==> src/rtl/capture_ctrl_pkg.sv <==
// capture_ctrl_pkg: shared state encoding and default widths for the ADC capture controller
package capture_ctrl_pkg;
    localparam int DATA_W_DEF = 32;
    localparam int CNT_W_DEF  = 32;
    typedef enum logic [2:0] {IDLE, ARM, WAIT_TRIG, CAPTURE, FLUSH} state_t;
endpackage

==> src/rtl/capture_ctrl_axis_out_reg.sv <==
// axis_out_reg: single-entry AXI-Stream output register; free means a load this cycle is safe
module axis_out_reg #(
    parameter int DATA_W = 32
) (
    input  logic              clk,
    input  logic              resetn,
    input  logic              load,
    input  logic [DATA_W-1:0] load_data,
    input  logic              load_last,
    input  logic              tready,
    output logic              tvalid,
    output logic [DATA_W-1:0] tdata,
    output logic              tlast,
    output logic              free
);
    logic              valid_q, valid_d;
    logic [DATA_W-1:0] data_q, data_d;
    logic              last_q, last_d;

    always_comb begin
        free    = !valid_q || tready;
        valid_d = load ? 1'b1 : (valid_q && tready) ? 1'b0 : valid_q;
        data_d  = load ? load_data : data_q;
        last_d  = load ? load_last : last_q;
    end

    always_ff @(posedge clk or negedge resetn) begin
        if (!resetn) begin
            valid_q <= 1'b0;
            data_q  <= '0;
            last_q  <= 1'b0;
        end else begin
            valid_q <= valid_d;
            data_q  <= data_d;
            last_q  <= last_d;
        end
    end

    assign tvalid = valid_q;
    assign tdata  = data_q;
    assign tlast  = last_q;
endmodule

==> src/rtl/capture_ctrl.sv <==
// capture_ctrl: gates ADC words into AXI-Stream packets framed by sync, with length limit and overflow tracking
module capture_ctrl
    import capture_ctrl_pkg::*;
#(
    parameter int DATA_W = DATA_W_DEF,
    parameter int CNT_W  = CNT_W_DEF
) (
    input  logic              clk,
    input  logic              resetn,
    input  logic              enable,
    input  logic              sync,
    input  logic [DATA_W-1:0] adc_data,
    input  logic              adc_data_valid,
    input  logic [CNT_W-1:0]  max_packet_len,
    output logic [DATA_W-1:0] m_axis_tdata,
    output logic              m_axis_tvalid,
    input  logic              m_axis_tready,
    output logic              m_axis_tlast,
    output logic [CNT_W-1:0]  packet_count,
    output logic              overflow,
    input  logic              overflow_clear,
    output logic              busy
);
    state_t            state_q, state_d;
    logic              pend_valid_q, pend_valid_d;
    logic [DATA_W-1:0] pend_data_q, pend_data_d;
    logic [CNT_W-1:0]  max_len_q, max_len_d;
    logic [CNT_W-1:0]  word_cnt_q, word_cnt_d;
    logic [CNT_W-1:0]  packet_count_q, packet_count_d;
    logic              overflow_q, overflow_d;
    logic [CNT_W-1:0]  lim;
    logic              trig, cap, drop, take, flush_out, hit, load, free;

    always_comb begin
        // the limit is taken straight from the port on the trigger cycle, before it is registered
        lim        = (state_q == WAIT_TRIG) ? max_packet_len : max_len_q;
        trig       = state_q == WAIT_TRIG && enable && sync;
        cap        = adc_data_valid && sync && (trig || state_q == CAPTURE);
        drop       = cap && pend_valid_q && !free;
        take       = cap && !drop;
        flush_out  = state_q == FLUSH && pend_valid_q && free;
        load       = (take && pend_valid_q) || flush_out;
        word_cnt_d = take ? (trig ? CNT_W'(1) : word_cnt_q + CNT_W'(1)) :
                     (state_q == CAPTURE) ? word_cnt_q : '0;
        hit        = lim != '0 && word_cnt_d == lim;
        pend_valid_d   = take ? 1'b1 : flush_out ? 1'b0 : pend_valid_q;
        pend_data_d    = take ? adc_data : pend_data_q;
        max_len_d      = trig ? max_packet_len : max_len_q;
        packet_count_d = (m_axis_tvalid && m_axis_tready && m_axis_tlast) ?
                         packet_count_q + CNT_W'(1) : packet_count_q;
        overflow_d     = drop || (overflow_q && !overflow_clear);
        state_d = state_q;
        case (state_q)
            IDLE:      state_d = enable ? ARM : IDLE;
            ARM:       state_d = !enable ? IDLE : !sync ? WAIT_TRIG : ARM;
            WAIT_TRIG: state_d = !enable ? IDLE : sync ? (hit ? FLUSH : CAPTURE) : WAIT_TRIG;
            CAPTURE:   state_d = (!sync || !enable || hit) ? FLUSH : CAPTURE;
            FLUSH:     state_d = (pend_valid_q && !free) ? FLUSH : enable ? ARM : IDLE;
            default:   state_d = IDLE;
        endcase
    end

    always_ff @(posedge clk or negedge resetn) begin
        if (!resetn) begin
            state_q        <= IDLE;
            pend_valid_q   <= 1'b0;
            pend_data_q    <= '0;
            max_len_q      <= '0;
            word_cnt_q     <= '0;
            packet_count_q <= '0;
            overflow_q     <= 1'b0;
        end else begin
            state_q        <= state_d;
            pend_valid_q   <= pend_valid_d;
            pend_data_q    <= pend_data_d;
            max_len_q      <= max_len_d;
            word_cnt_q     <= word_cnt_d;
            packet_count_q <= packet_count_d;
            overflow_q     <= overflow_d;
        end
    end

    axis_out_reg #(.DATA_W(DATA_W)) u_out (
        .clk      (clk),
        .resetn   (resetn),
        .load     (load),
        .load_data(pend_data_q),
        .load_last(flush_out),
        .tready   (m_axis_tready),
        .tvalid   (m_axis_tvalid),
        .tdata    (m_axis_tdata),
        .tlast    (m_axis_tlast),
        .free     (free)
    );

    assign packet_count = packet_count_q;
    assign overflow     = overflow_q;
    assign busy         = state_q != IDLE;
endmodule

==> config.mk <==
export PLATFORM = sky130hd
export DESIGN_NAME = capture_ctrl
export DESIGN_NICKNAME = d
export VERILOG_FILES = /design/src/rtl/capture_ctrl_pkg.sv /design/src/rtl/capture_ctrl_axis_out_reg.sv /design/src/rtl/capture_ctrl.sv
export SDC_FILE = /design/constraint.sdc
export NUM_CORES = 1
export LEC_CHECK = 0
export CAP_MARGIN = 20
export CORE_MARGIN = 1.5
export CORE_UTILIZATION = 60
export CTS_CLUSTER_SIZE = 30
export DETAILED_ROUTE_END_ITERATION = 8
export DONT_BUFFER_PORTS = 1
export GPL_TIMING_DRIVEN = 0
export PLACE_DENSITY = 0.86
export SYNTH_ARGS = -nofsm -noshare
export SYNTH_HDL_FRONTEND = slang
export SYNTH_HIERARCHICAL = 1
export SYNTH_SLANG_ARGS = --single-unit
==> constraint.sdc <==
create_clock -name clk -period 6.6 [get_ports clk]
set_input_delay 1.32 -clock clk [delete_from_list [all_inputs] [get_ports clk]]
set_output_delay 1.32 -clock clk [all_outputs]
set_load 0.005 [all_outputs]
==> summary.txt, run 1 <==
Run status
  – Outcome: finished, final reports clean

Route
  – Vias: 6656
  – Initial DRC Count: 656
  – DRT Pass-1 Iters: 7
  – WL per Instance: 24.54 µm
  – Via density per instance: 6.716
  – Final WL: 24320 µm
  – Antenna-violating nets left: 0
  – DR DRC count: 0

Timing
  – Fmax: 218.7 MHz
  – Final worst path period share: 0.6927
  – Hold Slack: 497.9 ps
  – RSZ-0062 raised after global routing: false
  – # setup viols final: 0
  – Setup TNS: 0 ps
  – Minimum clock period: 4572 ps
  – Final Hold Viols: 0
  – Slew headroom: 0.2436
  – Slew Viols, Final: 0
  – Measured slew at the worst slew-check pin: 1124 ps
  – Final worst setup slack: 2028 ps
  – Final Skew: 14.07 ps

Power
  – Power density cells: 353.7 nW/µm²
  – Worst vdd ir: 0.3229 mV
  – Power Total: 3392 µW
  – Combinational share of power: 0.233
  – Internal power: 2276 µW
  – Sw power: 1116 µW
  – Switching Share: 0.3290
  – Sequential share of power: 0.463
  – Clock network power share: 0.305
  – P_leak: 0.003994 µW

CTS
  – CTS tree: yes
  – Deepest clock path buffer count: 2
  – Clk sink count: 167
  – Cts bufs inserted: 17
  – Root buffer cell: clkbuf_16
  – H-tree depth: 4
  – Clk Latency, worst-skew pair: 440 ps
  – CTS clock-pin slew for the worst setup and hold paths: 70 ps
  – Post-CTS Hold Fix Bufs: 0
  – Postcts setup bufs: 0
  – Post-CTS resize count: 0

Cells and area
  – Multi-input logic area: 4293 µm²
  – Commonest non-fill, non-tap cells in the layout: 167 x dfrtp_1, 71 x mux2_2, 54 x nand2_1
  – # diodes: 0
  – Share of layout cells above drive strength 1: 0.1985
  – Final instance area: 9590 µm²
  – Most common cell after layout, fill and taps aside: dfrtp_1
  – Final nets: 871
  – Area Overhead vs Synth: 9.735%
  – Fillers: 991
  – Sequential cell area: 4179 µm²

Global route
  – Largest net degree at the start of global routing: 168
  – First-pass GRT wire length: 37720 µm
  – Layer with the highest usage: met2
  – Vias in the first global route: 6680
  – GRT overflow: 0
  – Met3 usage in global routing: 0.08791
  – M2 GR Usage: 0.5197
  – M1 GR Usage: 0.4518
  – Total GRT Usage: 0.3306
  – Initial antenna violation count: 0

Synth
  – Post-synthesis cell count: 779
  – EDFF count, synth: 0
  – Post-Syn Area: 8740 µm²
  – Post-synth net total: 852
  – Post-synth ARST share: 1.000
  – Register area share after synthesis: 0.4782
  – Yosys cell types: 71
  – Synthesis Warnings: 6
  – Ys flop type: dfrtp_1
  – Synthesized flop and latch total: 167
  – Post-synthesis average cell area: 11.22 µm²

Floorplanning
  – CORE AREA: 14040 µm²
  – Initial Utilization: 0.6224
  – Die Ht: 123.7 µm
  – Die width: 123.7 µm
  – Die area: 15300 µm²
  – Rows: 43
  – Num ports: 139

Placement
  – IO Port Bufs: 0
  – Place WS: 1695 ps
  – DP Area: 8965 µm²
  – Dpl hpwl: 17630 µm
  – GPL Wtd Cong: 0.9627

Min path
  – Worst hold path type: reg2reg

Worst setup path
  – Startpoint Class: input port
  – Critical Path Sink Type: flip-flop
  – Worst path required time: 6880 ps
  – Maximum fanout along the worst path: 10
  – Critical Path AT: 4850 ps
  – Crit path kind: in2reg

Job
  – Max-Cap Viols: 0
## power by group through the flow
stage	logic [µW]	clock network, µW	registers, µW
finish	790	1030	1570
global route	836	1090	1590
CTS	777	1040	1560
detailed placement	763	0	1570
global placement	731	0	1530
floorplan	594	0	1470
## synth_stat cells (11+ instances only)
| library cell | instances | area, µm² |
|---|---|---|
| a21oi_1 | 15 | 75.07 |
| and3_1 | 11 | 68.82 |
| clkbuf_1 | 19 | 71.32 |
| dfrtp_1 | 167 | 4179 |
| inv_1 | 13 | 48.80 |
| mux2_2 | 71 | 799.5 |
| mux2_4 | 29 | 435.4 |
| mux2i_1 | 28 | 280.3 |
| nand2_1 | 54 | 202.7 |
| nand3_1 | 40 | 200.2 |
| nand4_1 | 27 | 168.9 |
| nor2_1 | 40 | 150.1 |
| nor3_1 | 17 | 85.08 |
| nor4_1 | 25 | 156.4 |
| o31ai_1 | 11 | 82.58 |
| or4_1 | 11 | 82.58 |
| xnor2_1 | 40 | 350.3 |
| xor2_1 | 22 | 192.7 |
## area by class of cell
cell class | instances | share of cell area
tap | 180 | 0.02348
multi-input combinational | 563 | 0.4476
inverter | 14 | 0.005479
buffer | 35 | 0.02244
sequential | 167 | 0.4357
clock buffer | 17 | 0.04436
clock inverter | 15 | 0.02087
## sequential cells by signal, indices dropped and copies added, names as in the netlist
name,count
max_len_q,32
overflow,1
packet_count,32
pend_data_q,32
pend_valid_q,1
state_q,3
u_out/tdata,32
u_out/tlast,1
u_out/tvalid,1
word_cnt_q,32
## worst max-delay path, stage by stage
cell and delay (ps):
nand2b_1 180, nor2b_1 70, clkbuf_1 200, nor3_1 780, clkbuf_1 420, o31ai_1 150
a2bb2oi_1 300, nor2_1 80, or4_1 540, nor4_2 580, o32ai_1 220
## per-layer routing
metal,up-vias,wire [µm]
met5,-,0
li1,2924,-
met3,52,2400
met4,0,493
met1,3323,9872
met2,357,11550
## final timing paths
path                                       start               end  slack [ps]  cells past startpoint
worst max-delay path               m_axis_tready        state_q[0]        2030                     11
min in group asynchronous                 resetn    word_cnt_q[30]         580                      0
worst min register to register  packet_count[31]  packet_count[31]         500                      1
worst max register to register      u_out/tvalid        state_q[0]        2470                     11
max in group asynchronous                 resetn     word_cnt_q[3]        5720                      0
worst min-delay path            packet_count[31]  packet_count[31]         500                      1
## per-stage QoR
| step | utilization | instances |
|---|---|---|
| after floorplan | - | 779 |
| after global placement | 0.6384 | 959 |
| after detailed placement | 0.6384 | 959 |
| after CTS | 0.6830 | 991 |
| after global routing | 0.6830 | 991 |
| final | 0.6830 | 991 |
## kinds of logic after synthesis
| logic type | Yosys count | synth area share |
|---|---|---|
| adders and majority gates | 2 | 0.002863 |
| and+or+nand+nor | 279 | 0.1777 |
| xor gates and xnor gates | 62 | 0.06213 |
| DFF | 167 | 0.4782 |
| buffers and inverters | 49 | 0.03064 |
| muxes | 129 | 0.1747 |
| AOI/OAI and AO/OA | 91 | 0.07387 |
(Power assumes the default switching activity.)
==> run 2, diff against run 1 <==
==> constraint.sdc (replaced) <==
create_clock -name clk -period 4.8 [get_ports clk]
set_input_delay 0.96 -clock clk [delete_from_list [all_inputs] [get_ports clk]]
set_output_delay 0.96 -clock clk [all_outputs]
set_load 0.005 [all_outputs]
==> results of run 2 <==
The final DEF is identical to that of run 1. Status: finished, final reports clean.
Among the figures that moved: setup slack after placement 1695 ps -> 255.5 ps; setup slack after layout 2028 ps -> 588.0 ps; hold slack 497.9 ps -> 216.0 ps; register-to-register setup slack 2470 ps -> 670 ps; total power 3392 µW -> 4664 µW; worst IR drop on VDD 0.3229 mV -> 0.4441 mV
